## config.mk

```make
export PLATFORM = sky130hd
export DESIGN_NAME = udp_packet_builder_flat
export DESIGN_NICKNAME = d
export VERILOG_FILES = /design/src/rtl/udp_pkg.sv /design/src/rtl/udp_packet_builder_if.sv /design/src/rtl/udp_tx_out_reg.sv /design/src/rtl/udp_packet_builder.sv /design/src/flat_wrapper.sv
export SDC_FILE = /design/constraint.sdc
export NUM_CORES = 1
export LEC_CHECK = 0
export CELL_PAD_IN_SITES_DETAIL_PLACEMENT = 1
export CELL_PAD_IN_SITES_GLOBAL_PLACEMENT = 2
export CORE_MARGIN = 2
export CORE_UTILIZATION = 38
export DETAILED_ROUTE_END_ITERATION = 12
export PLACE_DENSITY_LB_ADDON = 0.1
export SLEW_MARGIN = 5
export SYNTH_ARGS = -nofsm -noshare
export SYNTH_HDL_FRONTEND = slang
export SYNTH_SLANG_ARGS = --single-unit
```

## constraint.sdc

```tcl
create_clock -name clk -period 8.48 [get_ports clk]
set_input_delay 0.848 -clock clk [delete_from_list [all_inputs] [get_ports clk]]
set_output_delay 0.848 -clock clk [all_outputs]
set_load 0.05 [all_outputs]
```

## src/rtl/udp_pkg.sv

```systemverilog
// Shared UDP definitions used by the packet builder and the parser.
package udp_pkg;

  localparam int UDP_HDR_BYTES = 8;

  typedef struct packed {
    logic [15:0] src_port;
    logic [15:0] dst_port;
    logic [15:0] length;
    logic [15:0] checksum;
  } udp_hdr_t;

  typedef enum logic [1:0] {
    ST_IDLE,
    ST_HEADER,
    ST_PAYLOAD,
    ST_DRAIN
  } bld_state_t;

  // Header byte i on the wire (big-endian, byte 0 = src_port[15:8]).
  function automatic logic [7:0] hdr_byte(udp_hdr_t h, logic [2:0] i);
    logic [63:0] f;
    f = h;
    f = f << {i, 3'b000};
    return f[63:56];
  endfunction

endpackage

```

## src/rtl/udp_packet_builder_if.sv

```systemverilog
// Payload-in and packet-out byte streams of the UDP packet builder.
interface udp_packet_builder_if;
  logic [7:0] payload_data_in;
  logic       payload_valid_in;
  logic       payload_last_in;
  logic       payload_ready_out;
  logic [7:0] data_out;
  logic       data_valid_out;
  logic       data_last_out;
  logic       data_ready_in;

  modport master (
    input  payload_data_in, payload_valid_in, payload_last_in, data_ready_in,
    output payload_ready_out, data_out, data_valid_out, data_last_out
  );

  modport slave (
    output payload_data_in, payload_valid_in, payload_last_in, data_ready_in,
    input  payload_ready_out, data_out, data_valid_out, data_last_out
  );
endinterface

```

## src/rtl/udp_tx_out_reg.sv

```systemverilog
// Single-entry output register: loads when empty or drained this cycle,
// otherwise holds data/last stable while downstream stalls.
module udp_tx_out_reg (
  input  logic       clk,
  input  logic       rst_n,
  input  logic       load_valid,
  input  logic [7:0] load_data,
  input  logic       load_last,
  input  logic       ready,
  output logic       free,
  output logic [7:0] data,
  output logic       valid,
  output logic       last
);

  assign free = !valid || ready;

  always_ff @(posedge clk or negedge rst_n) begin
    if (!rst_n) begin
      valid <= 1'b0;
      data  <= 8'h00;
      last  <= 1'b0;
    end else if (free) begin
      valid <= load_valid;
      if (load_valid) begin
        data <= load_data;
        last <= load_last;
      end
    end
  end

endmodule

```

## src/rtl/udp_packet_builder.sv

```systemverilog
// UDP packet builder: 8-byte header then payload as one valid/ready byte stream.
// Optional UDP_BUILDER_LEN_CHECK_EN checks payload_last_in against payload_len.
module udp_packet_builder
  import udp_pkg::*;
#(
  parameter int MAX_PAYLOAD = 1472
) (
  input  logic                 clk,
  input  logic                 rst_n,
  input  logic                 start,
  input  logic [15:0]          src_port,
  input  logic [15:0]          dst_port,
  input  logic [15:0]          payload_len,
  udp_packet_builder_if.master bus,
  output logic                 busy,
  output logic                 done,
  output logic                 len_err
);

  localparam logic [15:0] MAX_LEN  = 16'(MAX_PAYLOAD);
  localparam logic [15:0] HDR_LAST = 16'(UDP_HDR_BYTES - 1);

  bld_state_t  state, nxt;
  udp_hdr_t    hdr, hdr_n;
  logic [15:0] plen, plen_n;
  logic [15:0] idx, idx_n;
  logic        fin, fin_n;
  logic        len_err_n;
  logic        free, ld_v, ld_l, pr;
  logic [7:0]  ld_d;
  logic        hs_last, pay_last;
`ifdef UDP_BUILDER_LEN_CHECK_EN
  logic        pad, pad_n;
  logic        drained, drained_n;
`else
  logic        unused_last;
  assign unused_last = bus.payload_last_in;
`endif

  // fin: the final byte is in the output register, waiting for its handshake.
  assign hs_last  = bus.data_valid_out && bus.data_ready_in && bus.data_last_out;
  assign pay_last = (idx == plen - 16'd1);
  assign busy     = (state != ST_IDLE);
  assign bus.payload_ready_out = pr;

  always_comb begin
    nxt       = state;
    hdr_n     = hdr;
    plen_n    = plen;
    idx_n     = idx;
    fin_n     = fin && !hs_last;
    len_err_n = 1'b0;
    ld_v      = 1'b0;
    ld_d      = 8'h00;
    ld_l      = 1'b0;
    pr        = 1'b0;
`ifdef UDP_BUILDER_LEN_CHECK_EN
    pad_n     = pad;
    drained_n = drained;
`endif
    unique case (state)
      ST_IDLE: begin
        if (start) begin
          if (payload_len > MAX_LEN) begin
            len_err_n = 1'b1;
          end else begin
            hdr_n  = '{src_port, dst_port, payload_len + 16'd8, 16'h0000};
            plen_n = payload_len;
            idx_n  = 16'd0;
            fin_n  = 1'b0;
`ifdef UDP_BUILDER_LEN_CHECK_EN
            pad_n  = 1'b0;
`endif
            nxt    = ST_HEADER;
          end
        end
      end
      ST_HEADER: begin
        if (!fin && free) begin
          ld_v = 1'b1;
          ld_d = hdr_byte(hdr, idx[2:0]);
          ld_l = (idx == HDR_LAST) && (plen == 16'd0);
          if (idx == HDR_LAST) begin
            idx_n = 16'd0;
            if (plen == 16'd0) fin_n = 1'b1;
            else               nxt   = ST_PAYLOAD;
          end else begin
            idx_n = idx + 16'd1;
          end
        end
        if (fin && hs_last) nxt = ST_IDLE;
      end
      ST_PAYLOAD: begin
`ifdef UDP_BUILDER_LEN_CHECK_EN
        pr = !fin && !pad && free;
`else
        pr = !fin && free;
`endif
        if (pr && bus.payload_valid_in) begin
          ld_v = 1'b1;
          ld_d = bus.payload_data_in;
          ld_l = pay_last;
          if (pay_last) fin_n = 1'b1;
          else          idx_n = idx + 16'd1;
`ifdef UDP_BUILDER_LEN_CHECK_EN
          if (pay_last && !bus.payload_last_in) begin
            len_err_n = 1'b1;
            drained_n = 1'b0;
            nxt       = ST_DRAIN;
          end else if (!pay_last && bus.payload_last_in) begin
            len_err_n = 1'b1;
            pad_n     = 1'b1;
          end
        end else if (pad && !fin && free) begin
          // upstream ended early: zero-fill to the advertised length
          ld_v = 1'b1;
          ld_l = pay_last;
          if (pay_last) fin_n = 1'b1;
          else          idx_n = idx + 16'd1;
`endif
        end
        if (fin && hs_last) nxt = ST_IDLE;
      end
`ifdef UDP_BUILDER_LEN_CHECK_EN
      ST_DRAIN: begin
        pr = !drained;
        if (pr && bus.payload_valid_in && bus.payload_last_in) drained_n = 1'b1;
        if (drained_n && !fin_n) nxt = ST_IDLE;
      end
`endif
      default: nxt = ST_IDLE;
    endcase
  end

  always_ff @(posedge clk or negedge rst_n) begin
    if (!rst_n) begin
      state   <= ST_IDLE;
      hdr     <= '0;
      plen    <= 16'd0;
      idx     <= 16'd0;
      fin     <= 1'b0;
      done    <= 1'b0;
      len_err <= 1'b0;
`ifdef UDP_BUILDER_LEN_CHECK_EN
      pad     <= 1'b0;
      drained <= 1'b0;
`endif
    end else begin
      state   <= nxt;
      hdr     <= hdr_n;
      plen    <= plen_n;
      idx     <= idx_n;
      fin     <= fin_n;
      done    <= hs_last;
      len_err <= len_err_n;
`ifdef UDP_BUILDER_LEN_CHECK_EN
      pad     <= pad_n;
      drained <= drained_n;
`endif
    end
  end

  udp_tx_out_reg u_out (
    .clk        (clk),
    .rst_n      (rst_n),
    .load_valid (ld_v),
    .load_data  (ld_d),
    .load_last  (ld_l),
    .ready      (bus.data_ready_in),
    .free       (free),
    .data       (bus.data_out),
    .valid      (bus.data_valid_out),
    .last       (bus.data_last_out)
  );

endmodule

```

## src/flat_wrapper.sv

```systemverilog
// flat-port wrapper written by rule: the top's interface ports become plain ports
module udp_packet_builder_flat import udp_pkg::*;
#(
  parameter int MAX_PAYLOAD = 1472
)
  (clk, rst_n, start, src_port, dst_port, payload_len, busy, done, len_err, bus_payload_data_in, bus_payload_valid_in, bus_payload_last_in, bus_data_ready_in, bus_payload_ready_out, bus_data_out, bus_data_valid_out, bus_data_last_out);
  udp_packet_builder_if bus_i ();
  input  logic clk;
  input  logic rst_n;
  input  logic start;
  input  logic [15:0] src_port;
  input  logic [15:0] dst_port;
  input  logic [15:0] payload_len;
  output logic busy;
  output logic done;
  output logic len_err;
  input wire logic [$bits(bus_i.payload_data_in)-1:0] bus_payload_data_in;
  input wire logic [$bits(bus_i.payload_valid_in)-1:0] bus_payload_valid_in;
  input wire logic [$bits(bus_i.payload_last_in)-1:0] bus_payload_last_in;
  input wire logic [$bits(bus_i.data_ready_in)-1:0] bus_data_ready_in;
  output wire logic [$bits(bus_i.payload_ready_out)-1:0] bus_payload_ready_out;
  output wire logic [$bits(bus_i.data_out)-1:0] bus_data_out;
  output wire logic [$bits(bus_i.data_valid_out)-1:0] bus_data_valid_out;
  output wire logic [$bits(bus_i.data_last_out)-1:0] bus_data_last_out;
  assign bus_i.payload_data_in = bus_payload_data_in;
  assign bus_i.payload_valid_in = bus_payload_valid_in;
  assign bus_i.payload_last_in = bus_payload_last_in;
  assign bus_i.data_ready_in = bus_data_ready_in;
  assign bus_payload_ready_out = bus_i.payload_ready_out;
  assign bus_data_out = bus_i.data_out;
  assign bus_data_valid_out = bus_i.data_valid_out;
  assign bus_data_last_out = bus_i.data_last_out;
  udp_packet_builder #(.MAX_PAYLOAD(MAX_PAYLOAD)) u_core (.clk(clk), .rst_n(rst_n), .start(start), .src_port(src_port), .dst_port(dst_port), .payload_len(payload_len), .bus(bus_i), .busy(busy), .done(done), .len_err(len_err));
endmodule
```

==> results by stage <==
STA:
- Adding up every negative setup slack in the final design gives 0 ns.
- The measured slew at the worst slew-check pin is 1.23 ns.
- The max-slew violation count is 0.
- On the final layout, the worst clock skew is 0.0108 ns.
- The number of hold violations in the final report is 0.
- Setup violations remaining at the end of the flow were counted as 0.
- Setup repair after global routing left no endpoint under its margin.
- Headroom to the max-slew limit came out at 0.174.
- Derived from the worst setup path, the maximum achievable clock frequency is 0.242 GHz.
- Of the available clock period, the critical path in the final layout requires 0.487.
- The clock period minus final worst setup slack is 4.13 ns.

Floorplan:
- The count of standard-cell rows is 42.
- 76 I/O pins were placed.
- From bottom edge to top edge, the die measures 121 um.
- The area enclosed by the die boundary is 14700 um^2.
- The die span in x is 121 um.
- For this configuration, the core starts out at a cell density of 0.391.
- The region available for standard cell placement spans 13300 um^2.

Synthesis:
- Of the post-synthesis cell area, the dominant cell type holds 0.441.
- The per-instance average area after synthesis is 10.4 um^2.
- In the synthesized netlist, the number of instances is 500.
- The mapped netlist covers 5220 um^2.
- The number of flip-flops and latches in the synthesized netlist is 92.
- The leading area contributor after synthesis is sky130_fd_sc_hd__dfrtp_1.
- After synthesis, the share of flip-flops with an asynchronous set or reset is 1.00.
- Counting flops with a built-in enable in the synthesized netlist gives 0.
- The total number of yosys warnings is 0.
- In the synthesized netlist the dominant register cell turns out to be sky130_fd_sc_hd__dfrtp_1.
- Sorting the synthesized cells by area gives the leading types as sky130_fd_sc_hd__dfrtp_1 (44%), sky130_fd_sc_hd__mux2_2 (9.7%), sky130_fd_sc_hd__mux4_2 (3.4%).
- The number of nets produced by synthesis is 569.
- Synthesis instantiated 60 different standard cells from the library.
- The sequential share of the synthesized area is 0.441.

Finish:
- The finished cells cover 6390 um^2.
- In the final layout, the share of cells above drive strength 1 is 0.159.
- The commonest non-fill, non-tap cell in the layout is sky130_fd_sc_hd__dfrtp_1.
- Summing all flip-flop and latch instances after layout gives 2300 um^2.
- The filler cell count in the final layout is 1462.
- The number of antenna cells inserted is 0.
- In the final layout, the multi-input gates occupy 2700 um^2.
- In the final design database the tool counted 623 nets.
- The area overhead of the layout relative to synthesis is 22.3%.
- Leaving out fill and tap cells, the most frequent cells in the layout are sky130_fd_sc_hd__dfrtp_1 (92), sky130_fd_sc_hd__clkdlybuf4s50_1 (73), sky130_fd_sc_hd__mux2_2 (45).

Place:
- The area after detailed placement is 6070 um^2.
- The count of buffers inserted at the top-level ports is 74.
- The final estimated routing congestion in global placement is 0.788.
- The post-detailed-placement half-perimeter wirelength is 10200 um.

Run:
- Across the run, the number of max-cap violations was 0.

Detailed routing:
- The number of nets with antenna violations after detailed routing is 0.
- The number of iterations in the first detailed-routing pass is 4.
- The DRC violation total after the first TritonRoute iteration is 218.
- The remaining routing DRC violations is 0.
- The routed wire length is 14100 um.
- After detailed routing, the number of vias per cell comes to 5.67.
- Dividing the detail-routed wire length by the instance count gives 19.2 um.
- The via count of the routed design is 4171.

Setup path:
- The worst setup path startpoint is u_core.plen[1]$_DFFE_PN0P_.
- By startpoint and endpoint, the worst setup path is classified as register to register.
- Data on the critical path is required at its endpoint by 8.68 ns.
- STA classifies the critical path startpoint as a register.
- Along the worst path, the maximum fanout reaches 17.
- The worst register-to-register path begins at u_core.plen[1]$_DFFE_PN0P_.
- The data arrival time of the worst path is 4.33 ns.
- STA classifies the critical path endpoint as a register.

Pwr:
- The relative contribution of combinational cells to total power is 0.336.
- The internal power of the cells totals 954 uW.
- The analysis attributes to net switching a power of 513 uW.
- The part of the total power dissipated in sequential elements is 0.371.
- The worst-case IR drop observed on VDD is 0.112 mV.
- Power spread over the standard cell area amounts to 230 nW/um^2.
- Summed over all cells, the static leakage comes to 2.68 nW.
- The clock share of power is 0.293.
- The switching power share of the total is 0.349.

Clock network:
- Counting along the longest clock path gives a buffer depth of 2.
- The tree built by TritonCTS fans out to 92 sinks.
- The clock insertion delay at the later pin of the skew report is 0.34 ns.
- TritonCTS built the clock tree.
- The number of setup buffers added after CTS is 0.
- The clock slew seen by the registers of the worst setup and hold paths is 0.07 ns.
- The cell at the root of the clock tree is sky130_fd_sc_hd__clkbuf_16.
- For this design, the CTS-stage hold fixing added 0 buffers.
- The number of H-tree levels is 3.
- Counting the buffers created by CTS gives 9.
- The number of gates given a new drive strength after cts is 0.

Global routing:
- Global routing finished with a remaining overflow of 0.
- The number of antenna violations at the first check in global routing is 0.
- The combined global-route utilization of all metal layers is 0.202.
- The first global-routing pass estimated 23000 um of wire.
- The via count of the first global-routing pass was 4328.
- Entering global routing, the biggest net connects 68 pins.

Hold path:
- The type of the most critical hold path is primary input to asynchronous set/reset pin.

Outcome:
- The flow ran to the end, and the final reports show no timing, DRC or antenna violations.
## power by group through the flow
stage                     registers, mW  clock network [mW]  logic (mW)
after floorplan                   0.589                   0       0.299
after global placement            0.549                   0       0.484
after detailed placement          0.553                   0       0.496
after CTS                         0.544               0.441       0.498
after global routing              0.553               0.459       0.537
final                             0.544               0.430       0.493
## kinds of logic (layout without fill, tap and decap cells)
family | after synthesis | in the layout | synth area share
xor+xnor | 22 | 22 | 0.0369
compound gates | 114 | 114 | 0.157
fa+ha+maj | 7 | 7 | 0.0168
mux | 64 | 64 | 0.153
buf+inv | 57 | 116 | 0.0431
flops | 92 | 92 | 0.441
simple gates | 144 | 144 | 0.153
## path summary, 6_finish.rpt
| path | to | slack, ns | depth (start not counted) |
|---|---|---|---|
| setup reg to reg | u_core.idx[13]$_DFFE_PN0P_ | 4.35 | 10 |
| min in group clk | u_core.hdr[24]$_DFFE_PN0P_ | 0.48 | 2 |
| hold / removal | u_core.idx[5]$_DFFE_PN0P_ | 0.46 | 1 |
| max in group asynchronous | u_core.plen[5]$_DFFE_PN0P_ | 6.90 | 2 |
| hold reg to reg | u_core.hdr[24]$_DFFE_PN0P_ | 0.48 | 2 |
| setup / recovery | u_core.idx[13]$_DFFE_PN0P_ | 4.35 | 10 |
## flip-flops by register name (all words and copies together) (netlist names)
register and count:
u_core.len_err 1, u_core.done 1, u_core.u_out.last 1, u_core.fin 1
u_core.u_out.valid 1, u_core.hdr 45, u_core.u_out.data 8, u_core.state 2
u_core.idx 16, u_core.plen 16
## critical path, stage by stage, from the launching register on
cell                        delay (ns)
sky130_fd_sc_hd__dfrtp_1          0.45
sky130_fd_sc_hd__inv_1            0.08
sky130_fd_sc_hd__ha_1             0.35
sky130_fd_sc_hd__or4b_2           0.75
sky130_fd_sc_hd__or4b_2           0.68
sky130_fd_sc_hd__a21oi_1          0.17
sky130_fd_sc_hd__o22ai_1          0.14
sky130_fd_sc_hd__a2111oi_4        0.21
sky130_fd_sc_hd__buf_4            0.31
sky130_fd_sc_hd__a2bb2oi_2        0.65
sky130_fd_sc_hd__o41ai_1          0.17
## Yosys cell counts (3+ instances only)
master,count
sky130_fd_sc_hd__or3_1,5
sky130_fd_sc_hd__a31oi_1,5
sky130_fd_sc_hd__dfrtp_1,92
sky130_fd_sc_hd__a22o_1,16
sky130_fd_sc_hd__or4_1,5
sky130_fd_sc_hd__mux2i_1,10
sky130_fd_sc_hd__nor3_1,13
sky130_fd_sc_hd__nor2_1,19
sky130_fd_sc_hd__nand4_1,4
sky130_fd_sc_hd__ha_1,7
sky130_fd_sc_hd__xnor2_1,13
sky130_fd_sc_hd__o31ai_1,8
sky130_fd_sc_hd__buf_1,6
sky130_fd_sc_hd__and2_1,14
sky130_fd_sc_hd__inv_1,21
sky130_fd_sc_hd__buf_2,3
sky130_fd_sc_hd__o41ai_1,3
sky130_fd_sc_hd__o21ai_1,5
sky130_fd_sc_hd__or4b_2,3
sky130_fd_sc_hd__nor2b_1,3
sky130_fd_sc_hd__o21ai_0,23
sky130_fd_sc_hd__nor4_1,6
sky130_fd_sc_hd__clkbuf_1,26
sky130_fd_sc_hd__o21a_1,4
sky130_fd_sc_hd__o22ai_1,14
sky130_fd_sc_hd__nand3_1,11
sky130_fd_sc_hd__or2_2,4
sky130_fd_sc_hd__xor2_1,9
sky130_fd_sc_hd__o211ai_1,4
sky130_fd_sc_hd__mux2_2,45
sky130_fd_sc_hd__and3_1,6
sky130_fd_sc_hd__mux4_2,8
sky130_fd_sc_hd__o221ai_1,4
sky130_fd_sc_hd__nand4b_1,3
sky130_fd_sc_hd__nand2b_1,12
sky130_fd_sc_hd__nand2_1,28
sky130_fd_sc_hd__a21oi_1,9
## routing by layer
metal  share of wire  vias to the layer above  GRT usage
met5               0                        -          0
met4           0.016                        0     0.0546
met3           0.045                       16     0.0451
met2            0.45                       89      0.313
met1            0.49                     2120      0.287
li1                -                     1946          -
## cell type report
cell class | count | area share
multi-input cells | 351 | 0.422
flip-flops and latches | 92 | 0.361
repair buffers | 79 | 0.121
clock buffers | 10 | 0.0374
well taps | 176 | 0.0345
inverters | 21 | 0.0123
clock inverters | 6 | 0.0118
## stage by stage
step,util,worst slack [ns],std cells,power [mW],hold slack (ns)
4_1_cts,0.478,4.32,735,1.48,0.466
3_3_place_gp,0.455,4.21,719,1.03,0.461
3_5_place_dp,0.455,4.12,719,1.05,0.470
6_report,0.478,4.35,735,1.47,0.455
2_1_floorplan,-,5.00,500,0.888,0.449
5_1_grt,0.478,4.06,735,1.55,0.480
Power figures use the tool's default switching activity.
